===== src/rtl/dac_spi_serializer.sv =====
// dac_spi_serializer: takes one 16-bit sample per valid/ready handshake and
// shifts it MSB-first to an external DAC over sclk / sync_n / sdo.
// sclk idles high; sdo moves only when sclk rises, so it is stable at the
// falling edge where the DAC samples. sync_n stays high for at least
// GAP_CYCLES cycles between frames.
module dac_spi_serializer #(
    parameter int CLK_DIV    = 4,
    parameter int DATA_WIDTH = 16,
    parameter int GAP_CYCLES = 4
) (
    input  logic                  clk,
    input  logic                  rst_n,
    input  logic [DATA_WIDTH-1:0] data,
    input  logic                  data_valid,
    output logic                  ready,
    output logic                  done,
    output logic                  overrun,
    input  logic                  overrun_clr,
    output logic                  sclk,
    output logic                  sync_n,
    output logic                  sdo
);

    localparam int DIV_W = (CLK_DIV > 1) ? $clog2(CLK_DIV) : 1;
    localparam int GAP_W = (GAP_CYCLES > 1) ? $clog2(GAP_CYCLES) : 1;
    localparam logic [DIV_W-1:0] DIV_LAST = DIV_W'(CLK_DIV - 1);
    localparam logic [GAP_W-1:0] GAP_LAST = GAP_W'(GAP_CYCLES - 1);
    localparam logic [4:0]       BIT_LAST = 5'(DATA_WIDTH - 1);
    localparam logic [4:0]       BIT_SAT  = 5'(DATA_WIDTH);

    typedef enum logic [1:0] {IDLE, SHIFT, GAP} state_t;

    state_t                state, state_nxt;
    logic [DIV_W-1:0]      div_cnt;
    logic                  phase;      // 0: sclk high half, 1: sclk low half
    logic [4:0]            bit_cnt;
    logic [GAP_W-1:0]      gap_cnt;
    logic [DATA_WIDTH-1:0] shreg;

    logic accept;
    logic div_end;

    assign accept  = (state == IDLE) && data_valid;
    assign div_end = (div_cnt == DIV_LAST);

    // State register.
    always_ff @(posedge clk or negedge rst_n) begin
        if (!rst_n) state <= IDLE;
        else        state <= state_nxt;
    end

    // Next-state: a frame ends at the close of the low half of the last bit.
    always_comb begin
        state_nxt = state;
        case (state)
            IDLE:    if (accept) state_nxt = SHIFT;
            SHIFT:   if (div_end && phase && bit_cnt == BIT_LAST) state_nxt = GAP;
            GAP:     if (gap_cnt == GAP_LAST) state_nxt = IDLE;
            default: state_nxt = IDLE;
        endcase
    end

    // Outputs are decoded from state and the half-period phase.
    always_comb begin
        ready  = (state == IDLE);
        sync_n = (state != SHIFT);
        sclk   = (state != SHIFT) || !phase;
        sdo    = (state == SHIFT) && shreg[DATA_WIDTH-1];
        done   = (state == GAP) && (gap_cnt == '0);
    end

    // Datapath: divider, bit counter, gap counter and shift register.
    always_ff @(posedge clk or negedge rst_n) begin
        if (!rst_n) begin
            div_cnt <= '0;
            phase   <= 1'b0;
            bit_cnt <= '0;
            gap_cnt <= '0;
            shreg   <= '0;
        end else begin
            case (state)
                IDLE: begin
                    div_cnt <= '0;
                    phase   <= 1'b0;
                    gap_cnt <= '0;
                    if (accept) begin
                        shreg   <= data;
                        bit_cnt <= '0;
                    end
                end
                SHIFT: begin
                    if (div_end) begin
                        div_cnt <= '0;
                        phase   <= !phase;
                        // Advancing at the end of the low half makes the new
                        // bit appear together with the sclk rising edge.
                        if (phase) begin
                            shreg <= {shreg[DATA_WIDTH-2:0], 1'b0};
                            if (bit_cnt != BIT_SAT) bit_cnt <= bit_cnt + 5'd1;
                        end
                    end else begin
                        div_cnt <= div_cnt + DIV_W'(1);
                    end
                end
                GAP: begin
                    gap_cnt <= (gap_cnt == GAP_LAST) ? '0 : gap_cnt + GAP_W'(1);
                end
                default: begin
                    div_cnt <= '0;
                    phase   <= 1'b0;
                    gap_cnt <= '0;
                end
            endcase
        end
    end

    // Sticky overrun: a valid that cannot be accepted is dropped and flagged;
    // a simultaneous clear loses to the set.
    always_ff @(posedge clk or negedge rst_n) begin
        if (!rst_n)                   overrun <= 1'b0;
        else if (data_valid && !ready) overrun <= 1'b1;
        else if (overrun_clr)          overrun <= 1'b0;
    end

endmodule


===== config.mk =====
export PLATFORM = sky130hd
export DESIGN_NAME = dac_spi_serializer
export DESIGN_NICKNAME = d
export VERILOG_FILES = /design/src/rtl/dac_spi_serializer.sv
export SDC_FILE = /design/constraint.sdc
export NUM_CORES = 1
export LEC_CHECK = 0
export CORE_MARGIN = 1
export CORE_UTILIZATION = 35
export DETAILED_ROUTE_END_ITERATION = 10
export PLACE_DENSITY = 0.63
export SLEW_MARGIN = 20
export SYNTH_ARGS = -nofsm -noshare
export SYNTH_HDL_FRONTEND = slang
export SYNTH_SLANG_ARGS = --single-unit

===== constraint.sdc =====
create_clock -name clk -period 2.57 [get_ports clk]
set_input_delay 0.514 -clock clk [delete_from_list [all_inputs] [get_ports clk]]
set_output_delay 0.514 -clock clk [all_outputs]
set_load 0.1 [all_outputs]

==> impl_metrics.ini, run 1 <==
[grt]
first_global_vias = 1201
antenna_found_initial = 0
grt_max_degree = 33
overflow = 0
grt_pass1_wl_um = 5220
track_usage_pct = 16.3

[cells_and_area]
fill_cells = 394
nNetsFinal = 212
syn2layout_area_growth_pct = 26.9
drive_gt1_share_pct = 11.3
antenna_cells = 0
layout_commonest_cell = nand2_1
final_cell_mix = nand2_1 (38), dfrtp_1 (29), nor2_1 (20), clkdlybuf4s50_1 (19), a31oi_1 (15)

[timing]
fin_crit_ns = 2.18
post-route-period-util_pct = 84.8
finalSetupViolations = 0
fin_tns_setup_ns = 0
maxSlewViolCount = 0
fmax_ghz = 0.459
final.setup.worst_slack_ns = 0.390
skew_ns = 0.00381
rsz0062_at_grt = no
tightest_slew_ns = 0.417
relSlewSlack_pct = 72.2
finalHoldViolCount = 0

[outcome]
status = complete, no violations

[setup_path]
cp-end-kind = output port
critical_path_buf_inv_count = 1
critPathLaunchType = register
path_class = register to output port
worstPathArrival_ns = 1.67
cp_cell_sequence = and2b_1, and2_1, buf_12
critPathSlowestCell = and2b_1
required_ns = 2.06
cp_top_family = simple AND/OR/NAND/NOR gates
critPathMaxFanout = 11
slowest_delay_ns = 0.49

[placed_design]
dpl_worst_slack_ns = 0.425
place_congestion = 0.699
hpwl_um = 2210
port_buffers = 25

[floorplan]
dieWidth_um = 66.9
die_y_um = 66.9
initial_core_util_pct = 36.6
core_area_um2 = 4030
placementRows = 23
io_pins = 26
die_area_um2 = 4470

[drt]
ant_nets = 0
first_pass_iters = 4
drt-total-wl_um = 3140
avgRoutedWirePerCell_um = 13.3
num_vias = 1194
drc = 0
drtIter0Drc = 50
vias_per_cell = 5.06

[power]
combPwrFrac_pct = 43.5
switching_share_pct = 39.6
ir_drop_mv = 0.606
seqPwrFrac_pct = 37.5
pwr-share-clk_pct = 19.0
p_int_w = 0.00121
power_density_nw_per_um2 = 1070
leakagePower_nw = 0.860
p_switching_w = 0.000793

[clocking]
root_buffer = clkbuf_8
cts_resized = 0
worstSkewPairLatency_ns = 0.28
cts_buffer_depth = 2
cts_tree = built
cts_hold_buf = 0
postCtsSetupBuffers = 0
cts_buffers = 5
path_clk_slew_ns = 0.06
ctsHtreeMaxLevel = 2
clock-sinks = 29

[yosys]
synth_area_um2 = 1470
async_flop_share_pct = 100
syn_nets = 185
synthFlopType = dfrtp_1
seq_area_frac_synth_pct = 49.3
synth-seq-cells = 29
yosysUniqueCellTypes = 32
syn_inst = 159
avgSynthCellArea_um2 = 9.26
yosysWarnings = 0
synth_edf_count = 0

[run]
cap_violations = 0

[min_path]
min_path_type = register to register
[logic make-up after synthesis]
family | synth area share [%]
and+or+nand+nor | 23.4
DFF | 49.3
AOI/OAI and AO/OA | 11.1
buffers and inverters | 6.88
adders and majority gates | 5.10
muxes | 3.06
xor gates and xnor gates | 1.19
[area by class of cell]
cell class	instances	area [um2]	share of cell area, %
clock buffers	7	86.3	4.62
inverters	9	33.8	1.81
flip-flops and latches	29	726	38.8
well taps	50	62.6	3.35
multi-input cells	112	646	34.5
repair buffers	29	315	16.9
[final timing paths]
kind	end	slack, ns	from	cells after the start
max	sdo	0.39	state[1]$_DFFE_PN0P_	3
min	div_cnt[0]$_DFFE_PN0P_	0.49	div_cnt[0]$_DFFE_PN0P_	1
max reg2reg	bit_cnt[4]$_DFFE_PN0P_	0.58	state[1]$_DFFE_PN0P_	5
min reg2reg	div_cnt[0]$_DFFE_PN0P_	0.49	div_cnt[0]$_DFFE_PN0P_	1
max in group asynchronous	bit_cnt[4]$_DFFE_PN0P_	1.66	rst_n	2
min in group asynchronous	shreg[2]$_DFFE_PN0P_	0.63	rst_n	2
[metrics by stage]
| stage | power (W) | instance area (um2) | hold slack (ns) | std cells | util, % |
|---|---|---|---|---|---|
| after floorplan | 0.00144 | 1470 | 0.218 | 159 | - |
| after global placement | 0.00159 | 1780 | 0.478 | 229 | 44.3 |
| final | 0.00200 | 1870 | 0.494 | 236 | 46.4 |
| after CTS | 0.00203 | 1870 | 0.496 | 236 | 46.4 |
| after detailed placement | 0.00164 | 1780 | 0.483 | 229 | 44.3 |
| after global routing | 0.00215 | 1870 | 0.506 | 236 | 46.4 |
[sequential cells by signal, indices dropped and copies added, names as in the netlist]
signal	flops
bit_cnt	5
div_cnt	2
gap_cnt	2
overrun	1
phase	1
shreg	16
state	2
[power groups by stage]
| stage | Sequential (W) | Combinational, W | Clock, W |
|---|---|---|---|
| after floorplan | 0.000736 | 0.000700 | 0 |
| after global placement | 0.000749 | 0.000841 | 0 |
| after detailed placement | 0.000758 | 0.000881 | 0 |
| after CTS | 0.000752 | 0.000881 | 0.000399 |
| after global routing | 0.000776 | 0.000960 | 0.000412 |
| final | 0.000751 | 0.000870 | 0.000380 |
[metal layers]
layer	track usage (%)	part of all wire (%)	vias up
met5	0	0	-
li1	-	-	580
met4	6.91	1.3	0
met1	17.8	43	575
met2	28.5	50	35
met3	5.14	5.8	4
[Yosys cell counts (2+ instances only)]
cell type | instances | area share, %
nor2_1 | 20 | 5.1
inv_1 | 9 | 2.3
nand2_1 | 38 | 9.7
and2_1 | 2 | 0.85
a31oi_1 | 15 | 6.4
nor2b_1 | 2 | 0.85
clkbuf_1 | 2 | 0.51
mux2i_1 | 3 | 2.0
ha_1 | 6 | 5.1
o21ai_0 | 6 | 2.0
nand4_1 | 2 | 0.85
and3_1 | 2 | 0.85
buf_6 | 4 | 3.1
buf_2 | 2 | 0.68
dfrtp_1 | 29 | 49
(Power assumes the default switching activity.)
==> inputs of run 2 (changes only) <==
==> constraint.sdc (replaced) <==
create_clock -name clk -period 2.2 [get_ports clk]
set_input_delay 0.44 -clock clk [delete_from_list [all_inputs] [get_ports clk]]
set_output_delay 0.44 -clock clk [all_outputs]
set_load 0.1 [all_outputs]
==> impl_metrics.ini, run 2 (same netlist as run 1, synthesis figures left out) <==
[cells_and_area]
nNetsFinal = 215
largest_reg_flops = 16
reg_top3 = shreg: 16 flops, bit_cnt: 5 flops
syn2layout_area_growth_pct = 30.5
antenna_cells = 0
final_cell_mix = nand2_1 (38), dfrtp_1 (29), nor2_1 (19), clkdlybuf4s50_1 (19), a31oi_1 (15)
fill_cells = 382
layout_commonest_cell = nand2_1
drive_gt1_share_pct = 14.2
final_util_pct = 47.7
stdcell_area_um2 = 1920
largest_register = shreg

[setup_path]
required_ns = 1.76
worstPathArrival_ns = 1.58
critPathMaxFanout = 12
critPathLaunchType = register
cp-end-kind = output port
path_class = register to output port

[drt]
num_vias = 1206
drt-met1-wl_um = 1360
vias_per_cell = 5.03
top_layer = met4
drtIter0Drc = 51
wl_met2_um = 1490
drc = 0
drt-total-wl_um = 3070
wl_met3_um = 159
first_pass_iters = 4
avgRoutedWirePerCell_um = 12.8
ant_nets = 0

[floorplan]
io_pins = 26
core_area_um2 = 4030
dieWidth_um = 66.9
initial_core_util_pct = 36.6
die_area_um2 = 4470
die_y_um = 66.9
placementRows = 23

[grt]
grt_pass1_wl_um = 5140
first_global_vias = 1228
grt_max_degree = 30
antenna_found_initial = 0
track_usage_pct = 15.8
overflow = 0

[power]
ir_drop_mv = 0.774
power_density_nw_per_um2 = 1250
leakagePower_nw = 0.887

[clocking]
cts_hold_buf = 0
clock-sinks = 29
postCtsSetupBuffers = 0
cts_resized = 0
ctsHtreeMaxLevel = 2
path_clk_slew_ns = 0.06
cts_buffers = 5
cts_buffer_depth = 2
worstSkewPairLatency_ns = 0.28
root_buffer = clkbuf_8
cts_tree = built

[run]
cap_violations = 0

[timing]
finalSetupViolations = 0
fin_tns_setup_ns = 0
post-route-period-util_pct = 91.9
tightest_slew_ns = 0.375
fin_crit_ns = 2.02
relSlewSlack_pct = 75.0
maxSlewViolCount = 0
finalHoldViolCount = 0
rsz0062_at_grt = no
skew_ns = 0.00465
fmax_ghz = 0.495

[min_path]
min_path_type = register to register

[placed_design]
port_buffers = 25
place_congestion = 0.700
place_area_um2 = 1820
hpwl_um = 2230

[outcome]
status = complete, no violations
-- run 2: per-layer routing --
layer | global-route usage (%) | up-vias
met1 | 18.4 | 585
met2 | 25.9 | 29
met5 | 0 | -
met3 | 4.28 | 5
li1 | - | 587
met4 | 9.04 | 0
-- run 2: critical path, stage by stage, from the launching register on --
cell	delay, ns
dfrtp_1	0.47
and2b_1	0.31
buf_4	0.22
nand2_1	0.12
buf_12	0.19
-- run 2: layout make-up --
class	instances	area [um2]	area share (%)
Clock inverter	1	5.00	0.260
Clock buffer	7	96.3	5.01
Multi-Input combinational cell	112	648	33.7
Sequential cell	29	726	37.8
Inverter	9	33.8	1.76
Tap cell	50	62.6	3.26
Timing Repair Buffer	32	350	18.2
-- run 2: path summary, 6_finish.rpt --
path / start / to / slack, ns / depth (start not counted)
setup reg to reg: state[1]$_DFFE_PN0P_ / bit_cnt[4]$_DFFE_PN0P_ / 0.46 / 5
hold reg to reg: div_cnt[1]$_DFFE_PN0P_ / div_cnt[1]$_DFFE_PN0P_ / 0.51 / 1
setup / recovery: state[1]$_DFFE_PN0P_ / sclk / 0.18 / 4
max in group asynchronous: rst_n / bit_cnt[0]$_DFFE_PN0P_ / 1.37 / 2
min in group asynchronous: rst_n / shreg[15]$_DFFE_PN0P_ / 0.55 / 2
hold / removal: div_cnt[1]$_DFFE_PN0P_ / div_cnt[1]$_DFFE_PN0P_ / 0.51 / 1
-- run 2: per-stage QoR --
stage | std cells | hold slack (ns) | setup slack (ns) | total power, W
2_1_floorplan | 159 | 0.144 | 0.00792 | 0.00168
4_1_cts | 240 | 0.511 | 0.161 | 0.00244
3_3_place_gp | 232 | 0.479 | 0.284 | 0.00188
5_1_grt | 240 | 0.513 | 0.0917 | 0.00259
3_5_place_dp | 232 | 0.495 | 0.213 | 0.00195
6_report | 240 | 0.509 | 0.178 | 0.00241
-- run 2: report_power, final --
part / switching [W] / total (W) / internal [W]
combinational: 0.000613 / 0.00105 / 0.000441
sequential: 0.000133 / 0.000875 / 0.000742
clock: 0.000198 / 0.000480 / 0.000282
==> inputs of run 3 (changes only) <==
--- a/config.mk
+++ b/config.mk
@@ -7,6 +7,7 @@
 export LEC_CHECK = 0
 export CORE_MARGIN = 1
 export CORE_UTILIZATION = 35
+export CTS_CLUSTER_SIZE = 10
 export DETAILED_ROUTE_END_ITERATION = 10
 export PLACE_DENSITY = 0.63
 export SLEW_MARGIN = 20
==> results of run 3 <==
Final layout, timing and power as in run 2 (identical DEF).
